**config.mk**
```make
export PLATFORM = sky130hd
export DESIGN_NAME = bht_predictor
export DESIGN_NICKNAME = d
export VERILOG_FILES = /design/src/rtl/bht_predictor.sv
export SDC_FILE = /design/constraint.sdc
export NUM_CORES = 2
export LEC_CHECK = 0
export CAP_MARGIN = 20
export CELL_PAD_IN_SITES_DETAIL_PLACEMENT = 0
export CELL_PAD_IN_SITES_GLOBAL_PLACEMENT = 1
export CORE_UTILIZATION = 40
export CTS_CLUSTER_DIAMETER = 60
export CTS_CLUSTER_SIZE = 12
export DETAILED_ROUTE_END_ITERATION = 10
export HOLD_SLACK_MARGIN = 0.06
export PLACE_DENSITY = 0.7
export SLEW_MARGIN = 20
export SYNTH_ARGS = -nofsm -noshare
export SYNTH_HDL_FRONTEND = slang
export SYNTH_SLANG_ARGS = --single-unit
```
**constraint.sdc**
```tcl
create_clock -name clk -period 5.5 [get_ports clk]
set_clock_uncertainty 0.15 [all_clocks]
set_input_delay 0.55 -clock clk [delete_from_list [all_inputs] [get_ports clk]]
set_output_delay 0.55 -clock clk [all_outputs]
set_load 0.02 [all_outputs]
```
**src/rtl/bht_predictor.sv**
```systemverilog
// Direct-mapped 2-bit BHT with tag/target; optional counters under BPRED_STATS_EN.
// Latency: lookup and mispredict are combinational, training lands on the next clk edge.
// Backpressure: none, one lookup and one update accepted every cycle.
module bht_predictor #(
    parameter int DATAW = 32,
    parameter int IDXW  = 6,
    parameter int TAGW  = 8
) (
    input  logic             clk,
    input  logic             rst_n,
    input  logic [DATAW-1:0] if_pc,
    output logic             pred_taken,
    output logic [DATAW-1:0] pred_target,
    input  logic             ex_valid,
    input  logic             ex_is_branch,
    input  logic [DATAW-1:0] ex_pc,
    input  logic             ex_taken,
    input  logic [DATAW-1:0] ex_target,
    input  logic             ex_pred_taken,
    input  logic [DATAW-1:0] ex_pred_target,
    output logic             mispredict,
    output logic [DATAW-1:0] redirect_pc
`ifdef BPRED_STATS_EN
    ,
    output logic [31:0]      stat_branches,
    output logic [31:0]      stat_mispred
`endif
);

    localparam int N = 1 << IDXW;

    logic [N-1:0]     valid_q;
    logic [1:0]       ctr_q [N];
    logic [TAGW-1:0]  tag_q [N];
    logic [DATAW-1:0] tgt_q [N];

    logic [IDXW-1:0]  if_idx;
    logic [TAGW-1:0]  if_tag;
    logic [IDXW-1:0]  ex_idx;
    logic [TAGW-1:0]  ex_tag;
    logic             if_hit;
    logic             ex_hit;
    logic             upd;

    assign if_idx = if_pc[IDXW+1:2];
    assign if_tag = if_pc[IDXW+TAGW+1:IDXW+2];
    assign ex_idx = ex_pc[IDXW+1:2];
    assign ex_tag = ex_pc[IDXW+TAGW+1:IDXW+2];

    // Low PC bits and bits above the tag never take part in the lookup.
    logic unused_if_pc;
    assign unused_if_pc = ^{if_pc[1:0], if_pc[DATAW-1:IDXW+TAGW+2]};

    assign if_hit = valid_q[if_idx] && (tag_q[if_idx] == if_tag);
    assign ex_hit = valid_q[ex_idx] && (tag_q[ex_idx] == ex_tag);
    assign upd    = rst_n && ex_valid && ex_is_branch;

    assign pred_taken  = rst_n && if_hit && ctr_q[if_idx][1];
    assign pred_target = (rst_n && if_hit) ? tgt_q[if_idx] : '0;

    assign mispredict  = upd && ((ex_taken != ex_pred_taken) ||
                                 (ex_taken && (ex_pred_target != ex_target)));
    assign redirect_pc = !mispredict ? '0 :
                         ex_taken    ? ex_target : ex_pc + DATAW'(4);

    always_ff @(posedge clk) begin
        if (!rst_n) begin
            valid_q <= '0;
            for (int i = 0; i < N; i++) begin
                ctr_q[i] <= 2'b00;
            end
        end else if (upd) begin
            if (ex_hit) begin
                if (ex_taken && ctr_q[ex_idx] != 2'b11) begin
                    ctr_q[ex_idx] <= ctr_q[ex_idx] + 2'b01;
                end else if (!ex_taken && ctr_q[ex_idx] != 2'b00) begin
                    ctr_q[ex_idx] <= ctr_q[ex_idx] - 2'b01;
                end
            end else if (ex_taken) begin
                valid_q[ex_idx] <= 1'b1;
                ctr_q[ex_idx]   <= 2'b10;
            end
        end
    end

    // Tag and target need no reset; a taken hit rewrites the same tag, which is harmless.
    always_ff @(posedge clk) begin
        if (upd && ex_taken) begin
            tag_q[ex_idx] <= ex_tag;
            tgt_q[ex_idx] <= ex_target;
        end
    end

`ifdef BPRED_STATS_EN
    always_ff @(posedge clk) begin
        if (!rst_n) begin
            stat_branches <= '0;
            stat_mispred  <= '0;
        end else begin
            if (upd) begin
                stat_branches <= stat_branches + 32'd1;
            end
            if (mispredict) begin
                stat_mispred <= stat_mispred + 32'd1;
            end
        end
    end
`endif

endmodule

```
# Yosys cells after proc, flatten, opt, wreduce, memory -nomap -nowiden
# Memory sizes are Yosys's and may differ from the RTL's.
# Cells that the tools add are included.
# word_totals
regBits	64
latchBits	0
ram_bits	2688
mem_bits_ro	0
inputBits	134
out_inout_bits	66
word_cells	69
mem_count	3
# op_classes
n_addsub	3
n_mul	0
n_div	0
order_cmp	3
eq_ne	5
shift	0
mux	33
bitwise	4
reduce_logical	17
# mem_list
name	words	word_bits	rd	rd_clocked_by_memory_dff	write_ports	line	rtl
tgt_q	64	32	1	0	1	35	logic [DATAW-1:0] tgt_q [N];
tag_q	64	8	2	0	1	34	logic [TAGW-1:0] tag_q [N];
ctr_q	64	2	2	0	64	33	logic [1:0] ctr_q [N];
# ops
op	count
$mux W32	3
$or A64 B64 Y64	1
$add A32 B3 Y32 const B	1
$ne A32 B32 Y1	1
$mux W1	23
$eq A8 B8 Y1	2
$lt A6 B7 Y1 const B	2
$bmux W1 S6	2
$logic_and A1 B1 Y1	12
$demux W1 S6	1
$ge A6 B1 Y1 const B	1
$mux W2	3
$mux W6	1
$reduce_and A3 Y1	1
$add A2 B1 Y2 const B	1
$ne A2 B2 Y1 const B	1
$or A1 B1 Y1	2
$reduce_bool A2 Y1	1
$reduce_or A2 Y1	1
$sub A2 B1 Y2 const B	1
$logic_not A1 Y1	1
$logic_or A1 B1 Y1	1
$ne A1 B1 Y1	1
$not A1 Y1	1

# Longest topological paths before layout
# An unclocked memory read counts as a cell.
# depth
ltp_word	13
depth_mapped	19
ltp_nobuf	9

# Worst setup path after synthesis
# Ideal clock, no wire load.
# synth_path
path_type	input-to-output
from	in if_pc[2]
to	out pred_taken
arrival_time_ns	4.777
t_required_ns	4.800
slack_ns	0.023
stages	11
n_path_buf	5
path_cell_list	clkbuf_1 clkbuf_1 buf_1 buf_1 mux4_2 mux4_2 mux4_2 xnor2_1 nand3_1 clkbuf_1 a211oi_1
# synth_between
elab_chain_len	5
elab_cells_between_ends	8
classes_between	eq/ne (1); mux (2); reduce/logical (3); memory (2)
# synth_rtl
element	line	rtl
start, declared	11	input logic [DATAW-1:0] if_pc,
$mem_v2 Z64 W8 or $bmux W1 S6 (tied branches)	--	
$eq A8 B8 Y1 or $mux W1 (tied branches)	54	assign if_hit = valid_q[if_idx] && (tag_q[if_idx] == if_tag);
$logic_and A1 B1 Y1	54	
$logic_and A1 B1 Y1	58	assign pred_taken = rst_n && if_hit && ctr_q[if_idx][1];
$logic_and A1 B1 Y1 (*)	58	
end, declared	12	output logic pred_taken,
# Every way passes the cells marked *; elsewhere a longest branch is shown, timed or not. The select of a mux whose other input is x is not followed.

==> run metrics <==
actual slew at the worst max-slew pin between 1000 and 1500 ps; global-route wire length before repair 508000 um; HP Class in -> reg; Setup CP Type reg -> out; Sequential Power Share 53.3%; clk sinks 2752; most area-hungry cell type in the Yosys netlist edfxtp_1; run status complete, no violations; syn_nets 5712; num ports 200; GRT Total Usage between 20% and 30%; RePlAce Congestion 0.898; min Tclk post-route ~5400 ps; Comb pwr share 6.7%; Gate Count Post-Synth 5577; Worst-path clk slew 60 ps; worst-path maximum fanout 11; layout cells sized above 1 30.5%; Vias 63.5k; hold path cells 2; final core utilization 46.2%; die height 537 um; Final HPWL DP 219000 um; root buf cell clkbuf_16; f_max 186 MHz; wirelength, routed 370000 um; DRT Pass-1 Iters 6; met3 Resource Use GR ~5%; Max-slew headroom 26.0%; commonest non-fill, non-tap cell in the layout edfxtp_1; total CTS buffers 287; CP required 4800 ps; Detailed Route Iter0 Violations between 8k and 9k; Site Rows 196; hold_ws 111 ps; P&R area growth vs syn 14.9%; DRC viols 0; clock share of power around two fifths; Yosys cell types 68; max cap viols 0; Worst EP arrival 4680 ps; most frequent cells in the layout edfxtp_1 (2688), mux4_2 (916), buf_4 (353); Crit Reg-Reg Endpoint ctr_q[61][1]; Fin. Hold Viols 0; Setup crit start kind flop; setup violators final 0; syn avg cell area between 20 and 25 um2; CTS tree yes; Pint 34.0 mW; Port Buf Inserts 181; H-Tree Depth 5; share of the synthesized area in the top cell type 70.5%; grt met1 use 34.0%; R2R Path Start tag_q[63][7]; hold path start ex_target[6]; switch share 21.6%; Fillers roughly 23k; grt met2 use 40.9%; Cell Pwr Density 329 nW/um2; crit end category output port; DIE AREA 288000 um2; pin count of the biggest net entering global routing 113; r2r setup slk 1110 ps; Post-synth EDFFs 2688; Cell Count, Final, Fillers Out 9850; Inst Count DP approximately 9.5k; async set or reset register ratio after synthesis 0%; grt ovf 0; Max Slew Vio Count 0; Synth Cell Area 114000 um2; initial core utilization 40.2%; synthesized flop and latch total 2752; vias in the first global route 62.9k; core area 285000 um2; top post-synthesis cells by area edfxtp_1 (71%), mux4_2 (18%), mux2i_1 (1.7%); clock latency on the worst-skew pair 960 ps; Max VDD drop between 0.2 and 0.3 mV; Switch Pwr 9.35 mW; nets 6170; Reg2Reg Depth 12; GR peak layer met2; Main synth FF type edfxtp_1; Routed Antenna Nets 0; register area share after synthesis 71.7%; hold endpoint tgt_q[6][6]; post-route setup slack 116 ps; clk buf depth 4; RSZ-0062 raised after global routing false; Via-to-Cell Ratio 6.44; Final period util 97.9%; Die W 537 um; initial antenna violation count 22; WL per Instance 37.5 um; Place WS -96.7 ps; static leakage between 40 and 50 nW; Syn. warnings 0
## synth_stat cells, drive strengths merged (4+ instances only)
master   count
a2111oi     34
mux2        27
nand4       17
a211oi      39
o21ai       24
mux4       916
nor3b       13
or4          8
a221o       10
edfxtp    2688
nor2b       39
and3        16
mux2i      200
and2         9
a221oi      19
xnor2       31
nor4        11
and4         4
buf        159
a222oi       7
a32o        40
a22o        30
xor2        43
o22ai       15
a21oi       68
nand3b       7
o211ai      12
clkbuf     272
nor3        74
nand3      116
nand2      158
dfxtp       64
a31oi       10
inv         28
nand2b      14
a22oi       81
nor2       166
and3b        7
o221ai      62
o22a         4
## power groups by stage
stage / combinational [mW] / clock, mW / sequential, mW
2_1_floorplan: 1.55 / 0 / 23.5
3_3_place_gp: 2.84 / 0 / 23.5
3_5_place_dp: 2.87 / 0 / 23.5
4_1_cts: 2.89 / 17.6 / 23.1
5_1_grt: 3.01 / 18.2 / 23.1
6_report: 2.89 / 17.3 / 23.1
## repair_timing
action                     4_1_cts  5_1_grt
setup endpoints to repair       22        3
hold buffers                    13        0
hold endpoints to repair        64        0
pin swaps                        2        0
resized for setup                5        2
setup buffers                    1        0
## stage by stage
stage	TNS, ps	cell area [um2]	total power, mW
after floorplan	0	114000	25.1
after global placement	-1660	124000	26.4
after detailed placement	-256	124000	26.4
after CTS	0	131000	43.5
after global routing	0	131000	44.3
final	0	131000	43.3
## layer usage
layer / vias to the layer above / part of all wire [%]
met4: 12 / 5.1
met3: 772 / 9.4
met1: 34400 / 38
li1: 24500 / -
met5: - / 0.018
met2: 3788 / 48
## cell families after synthesis
logic type	share of synthesized area [%]
multiplexers	20.0
buffers and inverters	1.66
AO/OA/AOI/OAI	3.21
adder cells (fa/ha/maj)	0.0109
XOR/XNOR	0.566
AND/OR/NAND/NOR	2.85
flip-flops	71.7
## layout make-up
cell class	instances	area (um2)	area share, %
clock inverter	25	260	0.198
clock buffer	307	7490	5.70
sequential	2752	82000	62.4
inverter	30	140	0.107
tap	3762	4710	3.58
antenna	10	25.0	0.0190
timing repair buffer	600	5850	4.45
multi-input combinational	2364	31000	23.6
## sequential cells by signal, summed over array words and instances, names as in the netlist
signal	cells
tag_q	512
tgt_q	2048
ctr_q	128
valid_q	64
## worst max-delay path, stage by stage (launching register included)
cell and delay, ps:
edfxtp_1 410, mux4_2 490, mux4_2 490, mux4_2 540
xnor2_2 270, nand3_2 210, nor3_2 170, buf_4 150
nand3_4 70, buf_12 170, buf_4 210, a211oi_2 230
buf_4 180, buf_12 100
## worst max path at each step
stage	endpoint	depth (start not counted)	startpoint	slack [ps]
finish	pred_taken	13	tag_q[23][6]	120
global route	pred_target[20]	13	tag_q[59][6]	2
CTS	pred_target[13]	12	tag_q[59][6]	40
detailed placement	pred_target[2]	14	if_pc[2]	-100
global placement	pred_target[2]	15	if_pc[2]	-270
floorplan	pred_taken	11	if_pc[2]	20
No activity file was read; power rests on OpenSTA's default activity.
